**src/rtl/seq_gen.sv**
```systemverilog
// Serial pattern generator: shifts a latched pattern out MSB-first, repeating it
// rep+1 times with an optional idle gap between passes. All outputs are registered.
module seq_gen #(
  parameter int WIDTH = 8,
  parameter int LEN_W = 4,
  parameter int CNT_W = 4
) (
  input  logic             clk,
  input  logic             rst,
  input  logic             start,
  input  logic [WIDTH-1:0] pattern,
  input  logic [LEN_W-1:0] len,
  input  logic [CNT_W-1:0] rep,
  input  logic [CNT_W-1:0] gap,
  output logic             x,
  output logic             x_valid,
  output logic             frame_start,
  output logic             busy,
  output logic             done,
  output logic [1:0]       dbg_state_o
);

  localparam int IDX_W = (WIDTH > 1) ? $clog2(WIDTH) : 1;
  localparam logic [LEN_W-1:0] WIDTH_L = LEN_W'(WIDTH);

  typedef enum logic [1:0] {
    S_IDLE  = 2'd0,
    S_SHIFT = 2'd1,
    S_GAP   = 2'd2
  } state_t;

  state_t             state_q, state_d;
  logic [WIDTH-1:0]   pat_q, pat_d;
  logic [IDX_W-1:0]   len_m1_q, len_m1_d;
  logic [IDX_W-1:0]   idx_q, idx_d;
  logic [CNT_W-1:0]   rep_q, rep_d;
  logic [CNT_W-1:0]   gap_q, gap_d;
  logic [CNT_W-1:0]   gap_cnt_q, gap_cnt_d;
  logic               x_q, x_d;
  logic               xv_q, xv_d;
  logic               fs_q, fs_d;
  logic               busy_q, busy_d;
  logic               done_q, done_d;

  logic [LEN_W-1:0]   len_clamped;
  logic [IDX_W-1:0]   load_idx;
  logic [IDX_W-1:0]   idx_dec;

  // Over-long lengths are clamped so the index never leaves the pattern register.
  assign len_clamped = (len > WIDTH_L) ? WIDTH_L : len;
  assign load_idx    = IDX_W'(len_clamped - LEN_W'(1));
  assign idx_dec     = idx_q - IDX_W'(1);

  always_comb begin
    state_d   = state_q;
    pat_d     = pat_q;
    len_m1_d  = len_m1_q;
    idx_d     = idx_q;
    rep_d     = rep_q;
    gap_d     = gap_q;
    gap_cnt_d = gap_cnt_q;
    x_d       = 1'b0;
    xv_d      = 1'b0;
    fs_d      = 1'b0;
    busy_d    = 1'b0;
    done_d    = 1'b0;

    case (state_q)
      S_IDLE: begin
        if (start && (len != '0)) begin
          state_d  = S_SHIFT;
          pat_d    = pattern;
          len_m1_d = load_idx;
          idx_d    = load_idx;
          rep_d    = rep;
          gap_d    = gap;
          x_d      = pattern[load_idx];
          xv_d     = 1'b1;
          fs_d     = 1'b1;
          busy_d   = 1'b1;
        end
      end

      S_SHIFT: begin
        if (idx_q != '0) begin
          idx_d  = idx_dec;
          x_d    = pat_q[idx_dec];
          xv_d   = 1'b1;
          busy_d = 1'b1;
        end else if (rep_q != '0) begin
          rep_d  = rep_q - CNT_W'(1);
          busy_d = 1'b1;
          if (gap_q == '0) begin
            idx_d = len_m1_q;
            x_d   = pat_q[len_m1_q];
            xv_d  = 1'b1;
            fs_d  = 1'b1;
          end else begin
            // The entry edge already produces the first gap cycle.
            state_d   = S_GAP;
            gap_cnt_d = gap_q - CNT_W'(1);
          end
        end else begin
          state_d = S_IDLE;
          done_d  = 1'b1;
        end
      end

      S_GAP: begin
        busy_d = 1'b1;
        if (gap_cnt_q == '0) begin
          state_d = S_SHIFT;
          idx_d   = len_m1_q;
          x_d     = pat_q[len_m1_q];
          xv_d    = 1'b1;
          fs_d    = 1'b1;
        end else begin
          gap_cnt_d = gap_cnt_q - CNT_W'(1);
        end
      end

      default: state_d = S_IDLE;
    endcase
  end

  always_ff @(posedge clk or negedge rst) begin
    if (!rst) begin
      state_q   <= S_IDLE;
      pat_q     <= '0;
      len_m1_q  <= '0;
      idx_q     <= '0;
      rep_q     <= '0;
      gap_q     <= '0;
      gap_cnt_q <= '0;
      x_q       <= 1'b0;
      xv_q      <= 1'b0;
      fs_q      <= 1'b0;
      busy_q    <= 1'b0;
      done_q    <= 1'b0;
    end else begin
      state_q   <= state_d;
      pat_q     <= pat_d;
      len_m1_q  <= len_m1_d;
      idx_q     <= idx_d;
      rep_q     <= rep_d;
      gap_q     <= gap_d;
      gap_cnt_q <= gap_cnt_d;
      x_q       <= x_d;
      xv_q      <= xv_d;
      fs_q      <= fs_d;
      busy_q    <= busy_d;
      done_q    <= done_d;
    end
  end

  assign x           = x_q;
  assign x_valid     = xv_q;
  assign frame_start = fs_q;
  assign busy        = busy_q;
  assign done        = done_q;
  assign dbg_state_o = state_q;

endmodule

```
**config.mk**
```make
export PLATFORM = sky130hd
export DESIGN_NAME = seq_gen
export DESIGN_NICKNAME = d
export VERILOG_FILES = /design/src/rtl/seq_gen.sv
export SDC_FILE = /design/constraint.sdc
export NUM_CORES = 1
export LEC_CHECK = 0
export CAP_MARGIN = 25
export CORE_MARGIN = 2
export CORE_UTILIZATION = 50
export DETAILED_ROUTE_END_ITERATION = 12
export PLACE_DENSITY = 0.75
export SLEW_MARGIN = 20
export SYNTH_ARGS = -nofsm -noshare
export SYNTH_HDL_FRONTEND = slang
export SYNTH_SLANG_ARGS = --single-unit
```
**constraint.sdc**
```tcl
create_clock -name clk -period 2.1 [get_ports clk]
set_input_delay 0.63 -clock clk [delete_from_list [all_inputs] [get_ports clk]]
set_output_delay 0.63 -clock clk [all_outputs]
set_load 0.02 [all_outputs]
```
==> results.toml <==
[timing]
period_minus_slack_ps = 2021
fmax_mhz = 494.8
layout_setup_ws_ps = 78.83
fin_hold_ws_ps = 527.9
rsz0062_at_grt = "false"
fin_crit_sh_pct = 96.25
worstMarginPinSlew_ps = 472.1
max_slew_margin_pct = 68.24
slew_violations = 0
clock_skew_ps = 5.837
finalHoldViolCount = 0
setup_viol = 0

[die]
num_rows = 22
die_y_um = 66.88
die_w_um = 66.88
initial_utilization_pct = 52.81
dieArea_um2 = 4473
coreArea_um2 = 3744
io_pins = 30

[layout]
diodes = 0
drive_gt1_share_pct = 23.25
fillers = 288
layout_commonest_cell = "dfrtp_1"
fin_nets = 260
instances_no_fill = 276
final_cell_mix = "dfrtp_1, clkdlybuf4s50_1, nand2_1, mux2_2, buf_4"
area_growth_pct = 28.80

[detailed_routing]
drt_first_iter_violations = 85
wirelength_mm = 4.253
drc = 0
ant_nets = 0
avgRoutedWirePerCell_um = 15.41
vias = 1535
firstDrtPassIters = 4
via_per_inst = 5.562

[grt]
grt_pass1_vias = 1625
grt_pass1_wl_mm = 7.548
track_usage_pct = 22.91
grt_max_degree = 34
grt-ovfl-total = 0
antenna_found_initial = 0

[cts]
root_buffer = "clkbuf_8"
clk_pin_slew_ps = 70
clockBufferDepth = 2
cts_buffers = 5
clkSinkCount = 33
cts_tree = "yes"
htree_levels = 2
clk_latency_ps = 290

[setup_path]
critPathCaptureType = "flop"
critPathKind = "in2reg"
critPathArrivalTime_ps = 2170
cp_max_fo = 4
required_ps = 2250
worstSetupStartpointType = "input pin"

[placement]
dp.cells = 268
dpl.hpwl_mm = 3.269
gp_congestion = 0.8192
place_ws_ps = -477.3
portBuffers = 29

[logic_synthesis]
synth_edf_count = 0
synth_seq_area_share_pct = 41.77
synthArstFlopShare_pct = 100.0
ys_types = 41
synthFlopType = "dfrtp_1"
ys_warn_count = 0
syn_area_um2 = 1977
syn_avg_cell_area_um2 = 10.92
ys_ff_latch = 33
synth_nets = 214
synthCells = 181

[power]
total_power_mw = 3.888
cellPowerDensity_nw_per_um2 = 1527
p_leak_nw = 1.088
peakVddDrop_mv = 0.5987

[min_path]
min_path_type = "reg2reg"

[run]
drv_cap = 0

[run_status]
status = "finished, final reports clean"
synthesized netlist by cell type, types with 3 or more instances:
cell type,n,area [um2]
dfrtp_1,33,825.8
buf_2,3,15.01
a21oi_1,11,55.05
nand3_1,4,20.02
inv_1,12,45.04
mux4_2,5,112.6
o21ai_0,10,50.05
nor2_1,6,22.52
xnor2_1,3,26.28
a22oi_1,3,22.52
nand2_1,19,71.32
mux2i_1,11,110.1
mux2_2,15,168.9
o22a_1,3,26.28
ha_1,10,125.1
per-stage QoR:
stage | util [%] | area, um2 | setup TNS (ps)
floorplan | - | 1977 | 0
global placement | 64.91 | 2430 | -6570
detailed placement | 64.91 | 2430 | -7125
CTS | 67.78 | 2537 | 0
global route | 68.01 | 2546 | 0
finish | 68.01 | 2546 | 0
final cells by class:
class                           count  area [um2]  share of cell area [%]
Inverter                           12       45.04                   1.769
Sequential cell                    33       825.8                   32.43
Tap cell                           48       60.06                   2.359
Multi-Input combinational cell    130        1112                   43.69
Timing Repair Buffer               45       422.9                   16.61
Clock buffer                        8       80.08                   3.145
kinds of logic (layout without fill, tap and decap cells):
logic type                 Yosys count  after routing  synth area share (%)
DFF                                 33             33                 41.77
muxes                               32             32                 20.57
AOI/OAI and AO/OA                   41             41                 14.18
xor gates and xnor gates             3              3                 1.329
buffers and inverters               18             65                 3.797
and+or+nand+nor                     44             44                 12.03
adders and majority gates           10             10                 6.329
power by group:
group / switching (mW) / internal, mW / leakage, nW / total, mW
combinational: 1.02 / 1.16 / 0.657 / 2.19
sequential: 0.287 / 0.954 / 0.392 / 1.24
clock: 0.224 / 0.235 / 0.0395 / 0.459
total: 1.54 / 2.35 / 1.09 / 3.89
flip-flops by register name, summed over array words and instances (netlist names):
signal / flops
gap_cnt_q: 4
idx_q: 3
frame_start: 1
rep_q: 4
dbg_state_o: 2
len_m1_q: 3
x: 1
pat_q: 8
busy: 1
x_valid: 1
done: 1
gap_q: 4
routing by layer:
layer	GRT usage (%)	wire, um	vias up
li1	-	-	753
met1	28.46	1817	737
met2	38.50	2176	37
met3	5.236	186	8
met4	8.929	72	0
met5	0	0	-
critical path, stage by stage:
cell	delay, ps
dlygate4sd2_1	260
or2b_1	260
ha_4	300
mux4_2	480
nand3b_1	130
a41oi_2	120
final timing paths:
path	from	end	slack [ps]	depth (start not counted)
setup reg to reg	rep_q[0]$_DFFE_PN0P_	dbg_state_o[1]$_DFFE_PN0P_	140	7
hold reg to reg	idx_q[1]$_DFFE_PN0P_	idx_q[1]$_DFFE_PN0P_	530	2
hold / removal	idx_q[1]$_DFFE_PN0P_	idx_q[1]$_DFFE_PN0P_	530	2
setup / recovery	len[3]	x$_DFF_PN0_	80	6
min in group asynchronous	rst	idx_q[2]$_DFFE_PN0P_	730	2
max in group asynchronous	rst	rep_q[0]$_DFFE_PN0P_	1060	2
what timing repair did:
| item | 4_1_cts | 5_1_grt |
|---|---|---|
| hold buffers | 0 | 0 |
| setup buffers | 0 | 0 |
| pin swaps | 5 | 3 |
| endpoints found under the setup margin | 3 | 19 |
| hold endpoints to repair | 0 | 0 |
| resized for setup | 6 | 3 |
Power figures use the tool's default switching activity.
